[src/rtl/npu_pkg.sv]
// Shared types for the pixel-window datapath blocks.
// Holds the sliding-window FSM encoding and the scan-direction constants.
// No logic; imported by slide_win_buf and win_shift_array.
package npu_pkg;

  // FILL: fewer than K_W columns captured in the current row.
  // STREAM: the window is full, and each accepted column slides it.
  typedef enum logic {
    ST_FILL   = 1'b0,
    ST_STREAM = 1'b1
  } fsm_state_t;

  // DIR_FWD: new column enters at col 0, and older columns move to higher c.
  // DIR_REV: new column enters at col K_W-1, and older columns move to lower c.
  localparam logic DIR_FWD = 1'b0;
  localparam logic DIR_REV = 1'b1;

endpackage

[src/rtl/win_shift_array.sv]
// K_H x K_W pixel shift array: each shift_en pushes in_col into one edge column.
// Latency: win_nxt is the combinational post-shift image; the state updates on the same edge.
// Backpressure: none of its own; the parent only raises shift_en on an accepted column.
// Ports: clk/rst_n (async low), clear (sync zero), shift_en, dir (DIR_FWD/DIR_REV),
//        in_col[r*DATA_W +: DATA_W], win_nxt[(r*K_W+c)*DATA_W +: DATA_W].
module win_shift_array
  import npu_pkg::*;
#(
  parameter int K_H    = 3,
  parameter int K_W    = 3,
  parameter int DATA_W = 8
) (
  input  logic                        clk,
  input  logic                        rst_n,
  input  logic                        clear,
  input  logic                        shift_en,
  input  logic                        dir,
  input  logic [K_H*DATA_W-1:0]       in_col,
  output logic [K_H*K_W*DATA_W-1:0]   win_nxt
);

  logic [DATA_W-1:0] win_q [K_H][K_W];
  logic [DATA_W-1:0] win_d [K_H][K_W];

  // Post-shift image. The parent decides whether to commit it, with shift_en,
  // and whether to snapshot it into the output register.
  always_comb begin
    for (int r = 0; r < K_H; r++) begin
      for (int c = 0; c < K_W; c++) begin
        win_d[r][c] = win_q[r][c];
      end
      if (dir == DIR_FWD) begin
        for (int c = 1; c < K_W; c++) begin
          win_d[r][c] = win_q[r][c-1];
        end
        win_d[r][0] = in_col[r*DATA_W +: DATA_W];
      end else begin
        for (int c = 0; c < K_W-1; c++) begin
          win_d[r][c] = win_q[r][c+1];
        end
        win_d[r][K_W-1] = in_col[r*DATA_W +: DATA_W];
      end
    end
  end

  always_comb begin
    win_nxt = '0;
    for (int r = 0; r < K_H; r++) begin
      for (int c = 0; c < K_W; c++) begin
        win_nxt[(r*K_W+c)*DATA_W +: DATA_W] = win_d[r][c];
      end
    end
  end

  always_ff @(posedge clk or negedge rst_n) begin
    if (!rst_n) begin
      for (int r = 0; r < K_H; r++) begin
        for (int c = 0; c < K_W; c++) begin
          win_q[r][c] <= '0;
        end
      end
    end else if (clear) begin
      for (int r = 0; r < K_H; r++) begin
        for (int c = 0; c < K_W; c++) begin
          win_q[r][c] <= '0;
        end
      end
    end else if (shift_en) begin
      win_q <= win_d;
    end
  end

endmodule

[src/rtl/slide_win_buf.sv]
// Sliding K_H x K_W window buffer: builds windows from column beats and emits one every STRIDE columns.
// Latency: 1 cycle from the accepting edge to out_valid.
// Backpressure: a held, unaccepted window deasserts in_ready; clear also drops the offered column.
// Ports: clk, rst_n (async low), clear (sync flush); in_valid/in_ready/in_col/in_last/dir (column in);
//        out_valid/out_ready/out_win/out_dir/out_idx (window out; out_win[(r*K_W+c)*DATA_W +: DATA_W]).
module slide_win_buf
  import npu_pkg::*;
#(
  parameter int K_H    = 3,
  parameter int K_W    = 3,
  parameter int DATA_W = 8,
  parameter int STRIDE = 1,
  parameter int IDX_W  = 8
) (
  input  logic                       clk,
  input  logic                       rst_n,
  input  logic                       clear,
  input  logic                       in_valid,
  output logic                       in_ready,
  input  logic [K_H*DATA_W-1:0]      in_col,
  input  logic                       in_last,
  input  logic                       dir,
  output logic                       out_valid,
  input  logic                       out_ready,
  output logic [K_H*K_W*DATA_W-1:0]  out_win,
  output logic                       out_dir,
  output logic [IDX_W-1:0]           out_idx
);

  localparam int FILL_W = $clog2(K_W + 1);
  localparam int STR_W  = (STRIDE > 1) ? $clog2(STRIDE) : 1;

  fsm_state_t                  state_q, state_d;
  logic                        rdy_en;
  logic [FILL_W-1:0]           fill_cnt;
  logic [STR_W-1:0]            stride_cnt;
  logic [IDX_W-1:0]            win_cnt;
  logic                        dir_q;
  logic                        dir_eff;
  logic                        accept;
  logic                        full_nxt;
  logic                        emit;
  logic [K_H*K_W*DATA_W-1:0]   win_nxt;

  // rdy_en keeps in_ready low during reset and rises on the first edge after release.
  always_ff @(posedge clk or negedge rst_n) begin
    if (!rst_n) rdy_en <= 1'b0;
    else        rdy_en <= 1'b1;
  end

  assign in_ready = rdy_en && !clear && (!out_valid || out_ready);
  assign accept   = in_valid && in_ready;

  // The first column of a row shifts in the freshly offered direction.
  // Later columns use the latched direction, so mid-row dir changes have no effect.
  assign dir_eff = (fill_cnt == '0) ? dir : dir_q;

  // The window is full after this accept if it was already full,
  // or if this accept supplies the K_W-th column.
  assign full_nxt = (state_q == ST_STREAM) || (fill_cnt == FILL_W'(K_W - 1));

  // ---------------- FSM: state register ----------------
  always_ff @(posedge clk or negedge rst_n) begin
    if (!rst_n) state_q <= ST_FILL;
    else        state_q <= state_d;
  end

  // ---------------- FSM: next-state ----------------
  always_comb begin
    state_d = state_q;
    if (clear) begin
      state_d = ST_FILL;
    end else if (accept) begin
      if (in_last)       state_d = ST_FILL;
      else if (full_nxt) state_d = ST_STREAM;
    end
  end

  // ---------------- FSM: outputs ----------------
  always_comb begin
    emit = 1'b0;
    if (!clear && accept && full_nxt && (stride_cnt == '0)) emit = 1'b1;
  end

  // Row counters. The stride phase only advances on accepts that leave the window full.
  // The column that completes the fill is phase 0, and a window is emitted for it.
  always_ff @(posedge clk or negedge rst_n) begin
    if (!rst_n) begin
      fill_cnt   <= '0;
      stride_cnt <= '0;
      win_cnt    <= '0;
      dir_q      <= DIR_FWD;
    end else if (clear) begin
      fill_cnt   <= '0;
      stride_cnt <= '0;
      win_cnt    <= '0;
      dir_q      <= DIR_FWD;
    end else if (accept) begin
      if (fill_cnt == '0) dir_q <= dir;
      if (in_last) begin
        fill_cnt   <= '0;
        stride_cnt <= '0;
        win_cnt    <= '0;
      end else begin
        if (fill_cnt != FILL_W'(K_W)) fill_cnt <= fill_cnt + 1'b1;
        if (full_nxt) begin
          if (stride_cnt == STR_W'(STRIDE - 1)) stride_cnt <= '0;
          else                                  stride_cnt <= stride_cnt + 1'b1;
        end else begin
          stride_cnt <= '0;
        end
        if (emit) win_cnt <= win_cnt + 1'b1;
      end
    end
  end

  win_shift_array #(
    .K_H    (K_H),
    .K_W    (K_W),
    .DATA_W (DATA_W)
  ) u_shift (
    .clk      (clk),
    .rst_n    (rst_n),
    .clear    (clear),
    .shift_en (accept),
    .dir      (dir_eff),
    .in_col   (in_col),
    .win_nxt  (win_nxt)
  );

  // Output register. A new emit may overwrite a window that is being consumed
  // this cycle. A held window is never overwritten, because accept needs out_ready.
  always_ff @(posedge clk or negedge rst_n) begin
    if (!rst_n) begin
      out_valid <= 1'b0;
      out_win   <= '0;
      out_dir   <= 1'b0;
      out_idx   <= '0;
    end else if (clear) begin
      out_valid <= 1'b0;
      out_win   <= '0;
      out_dir   <= 1'b0;
      out_idx   <= '0;
    end else if (emit) begin
      out_valid <= 1'b1;
      out_win   <= win_nxt;
      out_dir   <= dir_eff;
      out_idx   <= win_cnt;
    end else if (out_ready) begin
      out_valid <= 1'b0;
    end
  end

endmodule

[config.mk]
export PLATFORM = sky130hd
export DESIGN_NAME = slide_win_buf
export DESIGN_NICKNAME = d
export VERILOG_FILES = /design/src/rtl/npu_pkg.sv /design/src/rtl/win_shift_array.sv /design/src/rtl/slide_win_buf.sv
export SDC_FILE = /design/constraint.sdc
export NUM_CORES = 1
export LEC_CHECK = 0
export CORE_MARGIN = 1.5
export CORE_UTILIZATION = 45
export CTS_CLUSTER_DIAMETER = 200
export DETAILED_ROUTE_END_ITERATION = 8
export PLACE_DENSITY = 0.7
export SLEW_MARGIN = 15
export SYNTH_ARGS = -nofsm -noshare
export SYNTH_HDL_FRONTEND = slang
export SYNTH_SLANG_ARGS = --single-unit
[constraint.sdc]
create_clock -name clk -period 2.7 [get_ports clk]
set_input_delay 0.675 -clock clk [delete_from_list [all_inputs] [get_ports clk]]
set_output_delay 0.675 -clock clk [all_outputs]
set_load 0.01 [all_outputs]
Word level (Yosys, flattened, before mapping)
Index checks and enable logic that the tools add are counted.
Storage, ports and cells
  register bits after elaboration: 168
  input port bits: 31
  output and inout bits: 83
  logic and storage cells: 80
Operators by class
  $add $sub $neg: 3
  equal/unequal tests: 2
  multiplexer cells: 35
  bitwise gates (word level): 1
  reduce and logical (&&, ||, !) cells: 20
Operators by type and width (number)
  $mux 72: 4
  $mux 24: 3
  $mux 8: 6
  $mux 1: 18
  $reduce_bool 3->1: 4
  $add 8x1->8 const B: 1
  $mux 2: 4
  $logic_and 1x1->1: 6
  $reduce_and 2->1: 3
  $reduce_bool 2->1: 2
  $add 2x1->2 const B: 1
  $eq 2x2->1 const B: 1
  $logic_not 1->1: 2
  $logic_not 2->1: 1
  $logic_or 1x1->1: 2
  $ne 2x2->1 const B: 1
  $add 1x1->1 const B: 1
  $not 1->1: 1

Longest topological paths before layout
  depth in word-level cells: 12
  gate-level depth with buffers: 9
  depth with buffers taken out: 6

Cells and area by module
From an unflattened synthesis, not the netlist that was laid out.
Unflattened totals
  cell total of the unflattened synthesis: 753
  area, all modules: 8597.0 um2
Modules (own cells, without submodules)
  win_shift_array: times used 1, cells each 319, area each 4375.4 um2, sequential area each 1801.7 um2
  slide_win_buf: times used 1, cells each 434, area each 4221.5 um2, sequential area each 2377.3 um2

Least setup slack after synthesis
OpenSTA, ideal clock, no wires.
  path type: input to register
  start point: input port out_ready
  end point: register fill_cnt[0]
  setup time: 82 ps
  data arrival time: 1960 ps
  required time: 2618 ps
  setup slack: 658 ps
  stages: 7
  path buffers: 3
  cell sequence: nor2b_4 buf_6 or3_1 buf_2 buf_6 or4_1 a31oi_1
Between the ends
  cells in the longest elaborated chain, start to end: 5
Ends and longest elaborated chain
  start: declaration: line slide_win_buf.sv:24  | input logic out_ready,
  $logic_or 1x1->1: line slide_win_buf.sv:51  | assign in_ready = rdy_en && !clear && (!out_valid || out_ready);
  $logic_and 1x1->1: line slide_win_buf.sv:51
  $logic_and 1x1->1: line slide_win_buf.sv:52  | assign accept = in_valid && in_ready;
  $reduce_bool 2->1 (no source line)
  $reduce_and 2->1 (no source line)
  end signal: assignment: line slide_win_buf.sv:105  | if (fill_cnt != FILL_W'(K_W)) fill_cnt <= fill_cnt + 1'b1;
  end: declaration: line slide_win_buf.sv:35  | logic [FILL_W-1:0] fill_cnt;
Every way passes these cells.
A chain may end at the register's enable or synchronous reset.

Final worst setup path
  start point: input port out_ready
  end point: output port in_ready
Between the ends
  cells in the longest elaborated chain, start to end: 2
Ends and longest elaborated chain
  $logic_or 1x1->1: line slide_win_buf.sv:51
  $logic_and 1x1->1: line slide_win_buf.sv:51
  end: declaration: line slide_win_buf.sv:19  | output logic in_ready,
Every way passes these cells.

==> metrics.txt <==
path category of the worst min-delay check in2async; GRT Total Usage 0.215; CTS sink count 167; number of core rows 45; Max Cap Violations 0; count of flip-flops with a built-in enable after synthesis 0; Clock Skews 0.00615 ns; Mapped Nets 711; Ys Warns 0; Setup violations, final 0; HPWL reported at the end of detailed placement 10,600 um; count of antenna diodes in the layout 0; postcts setup bufs 0; CP Class in2out; wire length of the first global-routing pass 27,900 um; Placed Cells 959; status finished clean; GRT overflow 0; register bit count reported by yosys 167; leading area contributor after synthesis sky130_fd_sc_hd__dfrtp_1; clk root buf sky130_fd_sc_hd__clkbuf_16; CTS tree yes; mean area per synthesized cell 10.6 um^2; fraction of registers with async set/reset 1.00; area growth from synthesis to final layout 28.7%; Clock H-tree levels 4; layout cell share with drive strength beyond 1 0.0821; number of buffers added to fix hold violations after cts 0; routed wire length 16,900 um; worst skew pair latency 0.43 ns; total standard cell area after synthesis 7170 um^2; number of buffers created by CTS 17; cell area power density 612 nW/um^2; most used standard cell by instance count after synthesis sky130_fd_sc_hd__dfrtp_1; primary flip-flop cell chosen by synthesis mapping sky130_fd_sc_hd__dfrtp_1; number of library cell types mapped by synthesis 36; average wire length per cell after detail routing 17.0 um; Via-to-Cell Ratio 5.60; post-layout net count 802; arrival time of data at the critical path endpoint 1.61 ns; crit path capture type primary output; list of most frequent post-synthesis cells 167 x sky130_fd_sc_hd__dfrtp_1, 132 x sky130_fd_sc_hd__nand3_1, 131 x sky130_fd_sc_hd__o21ai_0; clock-pin slew on the worst setup and hold paths 0.06 ns; final design instance area without fill 9230 um^2; starting DRC count in detailed routing 338; portion of the post-synthesis area used by sequential elements 0.583; minimum period implied by the final worst setup slack 2.28 ns; setup repair after global routing missed its margin false; Rel. slew slack 0.625; starting utilization of the core area 0.466; cell count after synthesis 676; number of detailed-routing iterations run before antenna repair 7; pin count of the biggest net entering global routing 115; DP Area 8560 um^2; Routability Congestion 0.793; post-route insts no fill 991; DRC Markers 0; via count of the first global-routing pass 5,411; final worst-path cycle share 0.845; post-synth top area share 0.583; count of input and output buffers 113; initial antenna violation count 0; startpoint class of the critical path input pin; final-report max-slew violation count 0; ANT nets after route 0; maximum clock frequency 438 MHz; Req. time, crit path 2.03 ns; Total Die Area 16,700 um^2; Chip Height 129 um; worst ir drop on vdd 438 uV; critical-path maximum fanout 2; vias post-DR 5,547; CORE AREA 15,400 um^2; width of the die 129 um; count of endpoints failing hold in the final timing report 0; top cells by area in the synthesized netlist sky130_fd_sc_hd__dfrtp_1 58%, sky130_fd_sc_hd__mux2i_1 10%, sky130_fd_sc_hd__nand3_1 9.2%; Layout Utilization 0.600; Longest Clk Path Bufs 2; top-level port count 114; static power due to leakage 4.04 nW; actual slew at the worst max-slew pin 0.563 ns
## per-stage QoR
step	setup WS, ns	hold WS [ns]	setup TNS [ns]	total power [mW]
finish	0.418	0.194	0	5.65
global route	0.384	0.215	0	5.85
CTS	0.0403	0.209	0	5.69
detailed placement	-0.0236	0.493	-0.0236	2.97
global placement	-0.0256	0.489	-0.0256	2.96
floorplan	0.658	0.379	0	2.79
## layout by cell type, fill, tap and decap left out, types with 2 or more instances in the layout
cell type / Yosys / layout
sky130_fd_sc_hd__and3_1: 2 / 2
sky130_fd_sc_hd__buf_12: 0 / 6
sky130_fd_sc_hd__inv_6: 0 / 2
sky130_fd_sc_hd__buf_4: 0 / 14
sky130_fd_sc_hd__nand3_1: 132 / 132
sky130_fd_sc_hd__a31oi_1: 6 / 6
sky130_fd_sc_hd__clkbuf_16: 0 / 17
sky130_fd_sc_hd__o21ai_0: 131 / 131
sky130_fd_sc_hd__ha_1: 4 / 4
sky130_fd_sc_hd__bufinv_16: 0 / 5
sky130_fd_sc_hd__o21ai_1: 6 / 6
sky130_fd_sc_hd__clkinvlp_4: 0 / 3
sky130_fd_sc_hd__clkinv_4: 0 / 2
sky130_fd_sc_hd__nand3b_1: 3 / 3
sky130_fd_sc_hd__a211oi_1: 18 / 18
sky130_fd_sc_hd__nor2_1: 23 / 22
sky130_fd_sc_hd__inv_1: 5 / 4
sky130_fd_sc_hd__clkdlybuf4s50_1: 0 / 111
sky130_fd_sc_hd__mux2i_1: 73 / 72
sky130_fd_sc_hd__a22o_1: 2 / 2
sky130_fd_sc_hd__a21oi_1: 4 / 4
sky130_fd_sc_hd__nand2b_1: 4 / 4
sky130_fd_sc_hd__dfrtp_1: 167 / 167
sky130_fd_sc_hd__nand2_1: 18 / 18
## sequential cells by signal, indices dropped and copies added, names as in the netlist
register	flops
rdy_en	1
fill_cnt	2
out_idx	8
out_win	72
out_valid	1
u_shift.win_q	72
win_cnt	8
state_q	1
dir_q	1
out_dir	1
## power by group
part	internal, mW	total, mW	leakage (nW)	switching [mW]
Combinational	0.139	0.363	1.41	0.224
Clock	1.68	2.72	0.312	1.04
Sequential	2.54	2.56	2.32	0.0218
## area by class of cell
class / count / area (um^2)
inverter: 5 / 21.3
clock buffer: 19 / 443
multi-input combinational: 443 / 2740
timing repair buffer: 133 / 1360
clock inverter: 13 / 219
sequential: 167 / 4180
fill: 1285 / 6140
tap: 211 / 264
## worst max-delay path, cell delays in order
cell and delay [ns]:
sky130_fd_sc_hd__clkdlybuf4s50_1 0.51, sky130_fd_sc_hd__nor2b_4 0.05, sky130_fd_sc_hd__nor2_2 0.18, sky130_fd_sc_hd__dlymetal6s2s_1 0.19
## routing by layer
metal	GRT usage	vias to the layer above	routed length (um)
li1	-	2616	-
met1	0.291	2739	7670
met2	0.334	173	7950
met3	0.0652	19	1020
met4	0.0654	0	227
met5	0	-	0
## cells by family (layout without fill, tap and decap cells)
group,after synthesis,count (layout),synth area share
AOI/OAI and AO/OA,171,171,0.130
adders and majority gates,4,4,0.00698
buffers and inverters,66,170,0.0398
DFF,167,167,0.583
muxes,74,74,0.104
other,1,1,0.000523
and+or+nand+nor,193,193,0.136
## what timing repair did
action	4_1_cts	5_1_grt
pin swaps	0	0
gates resized for setup	1	1
endpoints found under the setup margin	1	1
## path summary, 6_finish.rpt
kind	end	slack (ns)	start	depth (start not counted)
setup / recovery	in_ready	0.42	out_ready	4
hold / removal	out_win[13]$_DFFE_PN0P_	0.19	rst_n	1
setup reg to reg	out_win[58]$_DFFE_PN0P_	0.67	fill_cnt[0]$_DFFE_PN0P_	6
hold reg to reg	u_shift.win_q[26]$_DFFE_PN0P_	0.50	u_shift.win_q[26]$_DFFE_PN0P_	2
max in group asynchronous	out_win[42]$_DFFE_PN0P_	1.75	rst_n	2
min in group clk	u_shift.win_q[26]$_DFFE_PN0P_	0.50	u_shift.win_q[26]$_DFFE_PN0P_	2
Note: power is estimated with default switching activity, not from simulation.
